===== config.mk =====
export PLATFORM = sky130hd
export DESIGN_NAME = disp_scheduler
export DESIGN_NICKNAME = d
export VERILOG_FILES = /design/src/rtl/disp_pkg.sv /design/src/rtl/bin2bcd_seq.sv /design/src/rtl/disp_scheduler.sv
export SDC_FILE = /design/constraint.sdc
export NUM_CORES = 1
export LEC_CHECK = 0
export ABC_AREA = 1
export BUFFER_PORTS_ARGS = -buffer_cell sky130_fd_sc_hd__buf_4
export CAP_MARGIN = 15
export CORE_MARGIN = 2
export CORE_UTILIZATION = 39
export DETAILED_ROUTE_END_ITERATION = 6
export SYNTH_ARGS = -nofsm -noshare
export SYNTH_HDL_FRONTEND = slang
export SYNTH_SLANG_ARGS = --single-unit

===== constraint.sdc =====
create_clock -name clk -period 4.8 [get_ports clk]
set_clock_uncertainty 0.05 [all_clocks]
set_input_delay 0.48 -clock clk [delete_from_list [all_inputs] [get_ports clk]]
set_output_delay 0.48 -clock clk [all_outputs]
set_load 0.05 [all_outputs]

===== src/rtl/disp_pkg.sv =====
// Shared types and constants for the vending-machine display scheduler.
package disp_pkg;

    localparam int unsigned BCD_W    = 12;
    localparam int unsigned MAX_DISP = 999;

    localparam logic [3:0] NIB_C = 4'hC;
    localparam logic [3:0] NIB_E = 4'hE;

    typedef enum logic [1:0] {
        VIEW_BAL   = 2'd0,
        VIEW_PRICE = 2'd1,
        VIEW_ALERT = 2'd2
    } view_t;

    typedef enum logic [1:0] {
        CV_IDLE  = 2'd0,
        CV_SHIFT = 2'd1,
        CV_DONE  = 2'd2
    } cv_state_t;

    // Display payload handed to the scan/decode block; d0 is the rightmost digit.
    typedef struct packed {
        logic [3:0] d3;
        logic [3:0] d2;
        logic [3:0] d1;
        logic [3:0] d0;
        logic [3:0] blank;
    } disp_t;

    localparam disp_t DISP_RST = '{d3: 4'h0, d2: 4'h0, d1: 4'h0, d0: 4'h0, blank: 4'b1110};

    // Double-dabble correction: add 3 to every BCD nibble that is 5 or more.
    function automatic logic [BCD_W-1:0] add3(input logic [BCD_W-1:0] v);
        logic [BCD_W-1:0] r;
        r = v;
        for (int i = 0; i < 3; i++) begin
            if (r[i*4 +: 4] >= 4'd5) begin
                r[i*4 +: 4] = r[i*4 +: 4] + 4'd3;
            end
        end
        return r;
    endfunction

endpackage


===== src/rtl/bin2bcd_seq.sv =====
// Sequential shift-add-3 binary to 3-digit BCD converter (load, VAL_W shifts, done).
module bin2bcd_seq
    import disp_pkg::*;
#(
    parameter int unsigned VAL_W = 10
) (
    input  logic             clk,
    input  logic             rst_n,
    input  logic             start,
    input  logic [VAL_W-1:0] bin,
    input  logic             abort,
    output logic [BCD_W-1:0] bcd,
    output logic             ovf,
    output logic             done,
    output logic             busy
);

    localparam int unsigned CNT_W = $clog2(VAL_W + 1);

    cv_state_t        state;
    cv_state_t        state_nxt;
    logic [VAL_W-1:0] sh;
    logic [CNT_W-1:0] cnt;
    logic             load_c;
    logic             last_c;
    logic             done_nxt;
    logic             busy_nxt;

    // An abort with start present reloads straight away so a restart costs no extra cycle.
    assign load_c = start && (abort || (state == CV_IDLE));
    assign last_c = (cnt == CNT_W'(VAL_W - 1));

    // State register
    always_ff @(posedge clk or negedge rst_n) begin
        if (!rst_n) begin
            state <= CV_IDLE;
        end else begin
            state <= state_nxt;
        end
    end

    // Next-state logic
    always_comb begin
        state_nxt = state;
        if (abort) begin
            state_nxt = start ? CV_SHIFT : CV_IDLE;
        end else begin
            case (state)
                CV_IDLE:  if (start) state_nxt = CV_SHIFT;
                CV_SHIFT: if (last_c) state_nxt = CV_DONE;
                CV_DONE:  state_nxt = CV_IDLE;
                default:  state_nxt = CV_IDLE;
            endcase
        end
    end

    // Output decode from the upcoming state so the flags register in step with it
    always_comb begin
        done_nxt = (state_nxt == CV_DONE);
        busy_nxt = (state_nxt == CV_SHIFT) || (state_nxt == CV_DONE);
    end

    // Registered status flags
    always_ff @(posedge clk or negedge rst_n) begin
        if (!rst_n) begin
            done <= 1'b0;
            busy <= 1'b0;
        end else begin
            done <= done_nxt;
            busy <= busy_nxt;
        end
    end

    // Shift/accumulate datapath
    always_ff @(posedge clk or negedge rst_n) begin
        if (!rst_n) begin
            sh  <= '0;
            bcd <= '0;
            cnt <= '0;
            ovf <= 1'b0;
        end else if (load_c) begin
            sh  <= bin;
            bcd <= '0;
            cnt <= '0;
            ovf <= (32'(bin) > MAX_DISP);
        end else if ((state == CV_SHIFT) && !abort) begin
            {bcd, sh} <= {add3(bcd), sh} << 1;
            cnt       <= cnt + CNT_W'(1);
        end
    end

endmodule


===== src/rtl/disp_scheduler.sv =====
// Chooses balance / price / alert view for the 4-digit display and formats its digits.
module disp_scheduler
    import disp_pkg::*;
#(
    parameter int unsigned TICK_DIV = 50000,
    parameter int unsigned PRICE_MS = 1500,
    parameter int unsigned ALERT_MS = 2000,
    parameter int unsigned VAL_W    = 10
) (
    input  logic             clk,
    input  logic             rst_n,
    input  logic [VAL_W-1:0] bal_value,
    input  logic             price_req,
    input  logic [VAL_W-1:0] price_value,
    input  logic             alert_req,
    input  logic [3:0]       alert_code,
    output logic [3:0]       digit0,
    output logic [3:0]       digit1,
    output logic [3:0]       digit2,
    output logic [3:0]       digit3,
    output logic [3:0]       digit_blank,
    output logic [1:0]       view,
    output logic             conv_busy
);

    localparam int unsigned DIV_W    = (TICK_DIV > 1) ? $clog2(TICK_DIV) : 1;
    localparam int unsigned HOLD_MAX = (PRICE_MS > ALERT_MS) ? PRICE_MS : ALERT_MS;
    localparam int unsigned HOLD_W   = $clog2(HOLD_MAX + 1);

    view_t             st;
    view_t             st_nxt;
    logic [DIV_W-1:0]  div_q;
    logic              tick_c;
    logic [HOLD_W-1:0] hold_q;
    logic              expire_c;
    logic              enter_price_c;
    logic              pend_q;
    logic [VAL_W-1:0]  price_q;
    logic [3:0]        code_q;
    disp_t             disp_q;
    disp_t             disp_nxt;
    logic              conv_start;
    logic              conv_abort;
    logic [VAL_W-1:0]  conv_bin;
    logic [BCD_W-1:0]  conv_bcd;
    logic              conv_ovf;
    logic              conv_done;

    assign tick_c   = (div_q == DIV_W'(TICK_DIV - 1));
    assign expire_c = tick_c && (hold_q == HOLD_W'(1));

    assign view        = st;
    assign digit3      = disp_q.d3;
    assign digit2      = disp_q.d2;
    assign digit1      = disp_q.d1;
    assign digit0      = disp_q.d0;
    assign digit_blank = disp_q.blank;

    // Free-running 1 ms tick divider, never disturbed by view changes
    always_ff @(posedge clk or negedge rst_n) begin
        if (!rst_n) begin
            div_q <= '0;
        end else if (tick_c) begin
            div_q <= '0;
        end else begin
            div_q <= div_q + DIV_W'(1);
        end
    end

    // View state register
    always_ff @(posedge clk or negedge rst_n) begin
        if (!rst_n) begin
            st <= VIEW_BAL;
        end else begin
            st <= st_nxt;
        end
    end

    // View next-state: alerts pre-empt everything, timed views fall back on expiry
    always_comb begin
        st_nxt = st;
        if (alert_req) begin
            st_nxt = VIEW_ALERT;
        end else begin
            case (st)
                VIEW_BAL:   if (price_req) st_nxt = VIEW_PRICE;
                VIEW_PRICE: if (!price_req && expire_c) st_nxt = VIEW_BAL;
                VIEW_ALERT: if (expire_c) st_nxt = (pend_q || price_req) ? VIEW_PRICE : VIEW_BAL;
                default:    st_nxt = VIEW_BAL;
            endcase
        end
    end

    // Converter control and next display contents
    always_comb begin
        enter_price_c = (st_nxt == VIEW_PRICE) && ((st != VIEW_PRICE) || price_req);
        conv_start    = (st_nxt == VIEW_BAL) || enter_price_c;
        conv_abort    = (st_nxt != st) || enter_price_c || (st_nxt == VIEW_ALERT);
        conv_bin      = bal_value;
        if (enter_price_c) begin
            conv_bin = price_req ? price_value : price_q;
        end

        disp_nxt = disp_q;
        if (st == VIEW_ALERT) begin
            disp_nxt = '{d3: NIB_E, d2: 4'h0, d1: 4'h0, d0: code_q, blank: 4'b0110};
        end else if (conv_done) begin
            disp_nxt.d3       = (st == VIEW_PRICE) ? NIB_C : 4'h0;
            disp_nxt.blank[3] = (st != VIEW_PRICE);
            if (conv_ovf) begin
                disp_nxt.d2         = NIB_E;
                disp_nxt.d1         = NIB_E;
                disp_nxt.d0         = NIB_E;
                disp_nxt.blank[2:0] = 3'b000;
            end else begin
                disp_nxt.d2       = conv_bcd[11:8];
                disp_nxt.d1       = conv_bcd[7:4];
                disp_nxt.d0       = conv_bcd[3:0];
                disp_nxt.blank[2] = (conv_bcd[11:8] == 4'h0);
                disp_nxt.blank[1] = (conv_bcd[11:8] == 4'h0) && (conv_bcd[7:4] == 4'h0);
                disp_nxt.blank[0] = 1'b0;
            end
        end
    end

    // Hold timer, captured request data and display register
    always_ff @(posedge clk or negedge rst_n) begin
        if (!rst_n) begin
            hold_q  <= '0;
            pend_q  <= 1'b0;
            price_q <= '0;
            code_q  <= '0;
            disp_q  <= DISP_RST;
        end else begin
            if (alert_req) begin
                hold_q <= HOLD_W'(ALERT_MS);
                code_q <= alert_code;
            end else if (enter_price_c) begin
                hold_q <= HOLD_W'(PRICE_MS);
            end else if (tick_c && (hold_q != '0)) begin
                hold_q <= hold_q - HOLD_W'(1);
            end
            if (price_req) begin
                price_q <= price_value;
            end
            pend_q <= (st_nxt == VIEW_ALERT) && (pend_q || price_req);
            disp_q <= disp_nxt;
        end
    end

    bin2bcd_seq #(
        .VAL_W (VAL_W)
    ) u_bcd (
        .clk   (clk),
        .rst_n (rst_n),
        .start (conv_start),
        .bin   (conv_bin),
        .abort (conv_abort),
        .bcd   (conv_bcd),
        .ovf   (conv_ovf),
        .done  (conv_done),
        .busy  (conv_busy)
    );

endmodule


## Yosys cells after proc, flatten, opt, wreduce, memory -nomap -nowiden

Index checks and enable logic that the tools add are counted.
W data, S select, Z words.

| storage, ports and cells | value |
|---|---|
| register bits after elaboration | 95 |
| output and inout port bits | 23 |
| word-level logic and storage cells | 97 |

| operators by class | value |
|---|---|
| $add $sub $neg | 6 |
| $lt $le $gt $ge | 4 |
| equality and inequality tests | 12 |
| mux-type cells | 31 |
| reduce and logical (&&, ||, !) cells | 26 |

Operators by type and width:

| cell | number |
|---|---|
| $mux W10 | 4 |
| $mux W20 | 2 |
| $mux W12 | 3 |
| $mux W11 | 3 |
| $mux W4 | 5 |
| $add A16 B1 Y16 const B | 1 |
| $eq A16 B16 Y1 const B | 1 |
| $mux W16 | 1 |
| $mux W2 | 7 |
| $ge A4 B3 Y1 const B | 3 |
| $eq A11 B1 Y1 const B | 1 |
| $reduce_bool A11 Y1 | 1 |
| $sub A11 B1 Y11 const B | 1 |
| $gt A10 B10 Y1 const B | 1 |
| $add A4 B2 Y4 const B | 2 |
| $eq A2 B1 Y1 const B | 4 |
| $logic_and A1 B1 Y1 | 8 |
| $logic_not A4 Y1 | 2 |
| $logic_or A1 B1 Y1 | 7 |
| $eq A2 B2 Y1 const B | 3 |
| $logic_not A2 Y1 | 3 |
| $mux W3 | 2 |
| $pmux W2 S3 | 1 |
| $add A4 B1 Y4 const B | 1 |
| other kinds (9) | 12 |

## Depth between registers and ports, before layout

| depth | value |
|---|---|
| depth after elaboration | 14 |
| mapped depth | 19 |
| mapped depth without buffers | 19 |

## Modules after synthesis

A second synthesis with hierarchy kept.

| second synthesis, totals | value |
|---|---|
| cells, all modules | 609 |
| area total of the unflattened synthesis | 4865.9 um^2 |

Modules (own cells, without submodules):

| module | times used | cells an instance | area each (um^2) |
|---|---|---|---|
| disp_scheduler | 1 | 407 | 3175.5 |
| bin2bcd_seq | 1 | 202 | 1690.4 |

## Least setup slack after synthesis

Ideal clock, no wire load.

| path | value |
|---|---|
| path kind | reg-to-reg |
| start | register st[0], in the netlist view[0] |
| end | register u_bcd.busy |
| setup time | 0.063 ns |
| arrival | 2.575 ns |
| path slack | 2.112 ns |
| stages on the path, launching flop included | 15 |
| cell sequence | dfrtp_1 -> inv_1 -> ha_1 -> o21ai_0 -> inv_1 -> a21oi_2 -> nand2_2 -> nand2_2 -> nor2_4 -> nor2_1 -> nand3_2 -> buf_2 -> nor3_1 -> ha_1 -> inv_1 |

| between the ends | value |
|---|---|
| word-level cells in the longest chain between the ends | 11 |

RTL lines:

| element | RTL line | source |
|---|---|---|
| start: declaration | disp_scheduler.sv:30 | `view_t st;` |
| start signal: assignment | disp_scheduler.sv:75 | `st <= st_nxt;` |
| $eq A2 B2 Y1 (tied with other cells) | disp_scheduler.sv:85 | `case (st)` |
| $pmux W2 S3 | disp_scheduler.sv:85 |  |
| $mux W2 | disp_scheduler.sv:82 | `if (alert_req) begin` |
| $eq A2 B1 Y1 | disp_scheduler.sv:96 | `enter_price_c = (st_nxt == VIEW_PRICE) && ((st != VIEW_PRICE) \|\| price_req);` |
| $logic_and A1 B1 Y1 | disp_scheduler.sv:96 |  |
| $logic_or A1 B1 Y1 | disp_scheduler.sv:97 | `conv_start = (st_nxt == VIEW_BAL) \|\| enter_price_c;` |
| $mux W2 | bin2bcd_seq.sv:49 | `CV_IDLE: if (start) state_nxt = CV_SHIFT;` |
| $pmux W2 S2 | bin2bcd_seq.sv:48 | `case (state)` |
| $mux W2 (*) | bin2bcd_seq.sv:45 | `if (abort) begin` |
| net u_bcd.state_nxt[1] | bin2bcd_seq.sv:21 | `cv_state_t state_nxt;` |
| $eq A2 B1 Y1 / $eq A2 B2 Y1 (equally long branches) | bin2bcd_seq.sv:60 | `busy_nxt = (state_nxt == CV_SHIFT) \|\| (state_nxt == CV_DONE);` |
| $logic_or A1 B1 Y1 (*) | bin2bcd_seq.sv:60 |  |
| net u_bcd.busy_nxt | bin2bcd_seq.sv:27 | `logic busy_nxt;` |
| end signal: assignment | bin2bcd_seq.sv:70 | `busy <= busy_nxt;` |
| end: declaration | bin2bcd_seq.sv:15 | `output logic busy` |

The timed path passes the listed nets; every way through them passes the cells marked *.
A chain may end at the register's enable or synchronous reset.

## Worst setup path after layout

| path | value |
|---|---|
| start | register div_q[0] |
| end | register u_bcd.busy |

| between the ends | value |
|---|---|
| word-level cells in the longest chain between the ends | 14 |

RTL lines:

| element | RTL line | source |
|---|---|---|
| start: declaration | disp_scheduler.sv:32 | `logic [DIV_W-1:0] div_q;` |
| start signal: assignment | disp_scheduler.sv:66 | `div_q <= div_q + DIV_W'(1);` |
| $eq A16 B16 Y1 (*) | disp_scheduler.sv:49 | `assign tick_c = (div_q == DIV_W'(TICK_DIV - 1));` |
| $logic_and A1 B1 Y1 (*) | disp_scheduler.sv:50 | `assign expire_c = tick_c && (hold_q == HOLD_W'(1));` |
| $logic_and A1 B1 Y1 | disp_scheduler.sv:87 | `VIEW_PRICE: if (!price_req && expire_c) st_nxt = VIEW_BAL;` |
| $mux W2 | disp_scheduler.sv:87 |  |
| $pmux W2 S3 (*) | disp_scheduler.sv:85 |  |
| $mux W2 (*) | disp_scheduler.sv:82 |  |
| $eq A2 B1 Y1 | disp_scheduler.sv:96 |  |
| $logic_and A1 B1 Y1 | disp_scheduler.sv:96 |  |
| $logic_or A1 B1 Y1 | disp_scheduler.sv:97 |  |
| $mux W2 | bin2bcd_seq.sv:49 |  |
| $pmux W2 S2 | bin2bcd_seq.sv:48 |  |
| $mux W2 (*) | bin2bcd_seq.sv:45 |  |
| net u_bcd.state_nxt[0] | bin2bcd_seq.sv:21 |  |
| $eq A2 B1 Y1 / $eq A2 B2 Y1 (equally long branches) | bin2bcd_seq.sv:60 |  |
| $logic_or A1 B1 Y1 (*) | bin2bcd_seq.sv:60 |  |
| net u_bcd.busy_nxt | bin2bcd_seq.sv:27 |  |

Marked as above.

==> impl_metrics.json <==
{
  "fin_crit_sh": 0.677,
  "finalWorstSetupSlack_ns": 1.55,
  "synth_largest_area_cell": "dfrtp_1",
  "grt_pass1_wl_mm": 17.8,
  "cts_tree": "yes",
  "synth.most_common_cell": "nand2_1",
  "gp_congestion": 0.853,
  "drc": 0,
  "cts_resized": 0,
  "track_usage": 0.168,
  "synth_cell_types": 42,
  "power_leakage_nw": 2.88,
  "combPwrFrac": 0.372,
  "cts_setup_buffers": 0,
  "diodes": 0,
  "setup_viol": 0,
  "p_int_mw": 1.57,
  "ys_top_cells_by_area": "dfrtp_1 45%, nand2_1 12%, nand3_1 5.9%",
  "fin_cells": 828,
  "hold_path.class": "in -> async",
  "drtPass1Iterations": 4,
  "fmax_mhz": 308,
  "ir_drop_mv": 0.204,
  "post-route-util": 0.454,
  "cts_made_buffers": 9,
  "wl_mm": 10.6,
  "critPathArrivalTime_ns": 3.44,
  "synth.top_cell.area_share": 0.453,
  "ys.flop_type": "dfrtp_1",
  "fin_setup_tns_ns": 0,
  "first_iter_violations": 273,
  "areaGrowthSynthToFinish_pct": 15.0,
  "io_buffers": 48,
  "ioPinCount": 51,
  "coreArea_um2": 12500,
  "cp-end-kind": "register",
  "htree_levels": 3,
  "p_total_mw": 2.68,
  "yosysWarnings": 0,
  "drv_cap": 0,
  "overflow": 0,
  "synth-seq-area-share": 0.469,
  "pre_cts_slack_ns": 1.52,
  "async_flop_share": 1.00,
  "switching_power_mw": 1.10,
  "fillCellCount": 1245,
  "std_cell_rows": 41,
  "power_frac_clock": 0.246,
  "cts.sinks": 92,
  "placed_cells": 812,
  "drive_gt1_frac": 0.162,
  "seq_power_share": 0.382,
  "avgViaCountPerCell": 4.78,
  "grt_max_degree": 49,
  "antenna_found_initial": 0,
  "holdWs_ns": 0.0732,
  "synth_edf_count": 0,
  "die_area_um2": 13500,
  "period_minus_slack_ns": 3.25,
  "grt_pass1_vias": 3789,
  "clkTransAtPathRegs_ns": 0.07,
  "holdBufCountCts": 0,
  "cts_root_buf": "clkbuf_16",
  "netSwitchingFraction": 0.412,
  "dieHeight_um": 116,
  "tightest_slew_ns": 0.887,
  "initial_core_util": 0.395,
  "nets": 698,
  "maxSlewHeadroom": 0.406,
  "syn_inst": 607,
  "synth.cells.most_frequent": "154 x nand2_1, 89 x dfrtp_1, 70 x inv_1",
  "synthesis.area_um2": 4920,
  "drv_slew": 0,
  "cp.required_ns": 5.00,
  "clk_path_buf_depth": 2,
  "dp_hpwl_mm": 7.71,
  "startpoint_type": "register",
  "critical_path_class": "reg -> reg",
  "die_w_um": 116,
  "path_max_fanout": 35,
  "syn_area_per_cell_um2": 8.10,
  "rsz0062_at_grt": "no",
  "insertion_delay_ns": 0.35,
  "status": "complete, no violations",
  "wire_per_inst_um": 12.8,
  "num_vias": 3960,
  "hold_violations": 0,
  "final_antenna_net_count": 0,
  "dpl_cell_area_um2": 5390,
  "power_density_nw_per_um2": 473,
  "design_area_um2": 5660,
  "yosys_register_bits": 92
}
[state kept, by name, summed over array words and instances (netlist names), 2 cells and up]
register and count:
digit2 4, hold_q 11, u_bcd.bcd 12, div_q 16
digit_blank 3, view 2, price_q 10, digit0 4
u_bcd.cnt 4, digit3 2, code_q 4, u_bcd.state 2
digit1 4, u_bcd.sh 10
[area by class of cell]
type	instances	area, µm²	share of cell area
sequential	92	2310	0.407
clock buffer	10	229	0.0405
tap	172	215	0.0380
multi-input combinational	422	2210	0.391
inverter	77	289	0.0511
timing repair buffer	49	368	0.0650
clock inverter	6	41.3	0.00730
[power by group through the flow]
| stage | Clock (mW) | Sequential (mW) | Combinational (mW) |
|---|---|---|---|
| after detailed placement | 0 | 1.04 | 1.00 |
| after floorplan | 0 | 1.15 | 0.657 |
| after global routing | 0.711 | 1.04 | 1.12 |
| after CTS | 0.681 | 1.02 | 1.01 |
| after global placement | 0 | 1.03 | 0.979 |
| final | 0.659 | 1.02 | 0.995 |
[worst max-delay path: stages, from the launching register on]
cell and delay [ns]:
dfrtp_1 0.37, ha_1 0.20, nand3_1 0.15, inv_2 0.09
nand2_2 0.09, nor2_8 0.19, nand3_2 0.10, a21oi_2 0.18
nand2_2 0.09, nand2_2 0.12, nor2_4 0.10, nor2_1 0.14
nand3_2 0.54, o21ai_1 0.35, inv_1 0.07, ha_1 0.27
inv_1 0.03
[cells in the final DEF, fill, tap and decap left out, types with 5 or more instances in the layout]
| cell | Yosys | routed |
|---|---|---|
| nand2_1 | 154 | 154 |
| dfrtp_1 | 89 | 89 |
| inv_1 | 70 | 70 |
| nand3_1 | 58 | 58 |
| buf_4 | 4 | 49 |
| nor2_1 | 48 | 48 |
| o21ai_0 | 29 | 29 |
| a21oi_1 | 21 | 21 |
| ha_1 | 19 | 19 |
| xor2_1 | 13 | 13 |
| nand2_2 | 9 | 9 |
| o21ai_1 | 9 | 9 |
| clkbuf_16 | 0 | 9 |
| inv_2 | 7 | 7 |
| or2_2 | 5 | 5 |
| nor3_1 | 5 | 5 |
| a31oi_1 | 5 | 5 |
| nand4_1 | 5 | 5 |
[layer usage]
layer  track usage  vias to the layer above  wire [µm]
li1              -                     2031          -
met1         0.231                     1849       5360
met2         0.255                       70       4640
met3        0.0343                       10        458
met4        0.0762                        0        138
met5             0                        -          0
[worst paths after layout]
path                          startpoint          to  slack, ns  depth (start not counted)
max in group asynchronous          rst_n   hold_q[4]       3.61                          2
max                             div_q[0]  u_bcd.busy       1.55                         16
min reg2reg                    div_q[15]   div_q[15]       0.42                          1
min in group clk           alert_code[1]   code_q[1]       0.29                          3
max reg2reg                     div_q[0]  u_bcd.busy       1.55                         16
min                                rst_n   digit1[1]       0.07                          1
[cell families after synthesis]
| family | Yosys count | synth area share |
|---|---|---|
| buffers and inverters | 94 | 0.0827 |
| adder cells (fa/ha/maj) | 19 | 0.0483 |
| AND/OR/NAND/NOR | 305 | 0.280 |
| flip-flops | 92 | 0.469 |
| AO/OA/AOI/OAI | 82 | 0.0949 |
| other | 1 | 0.000762 |
| XOR/XNOR | 14 | 0.0249 |
(Power assumes the default switching activity.)
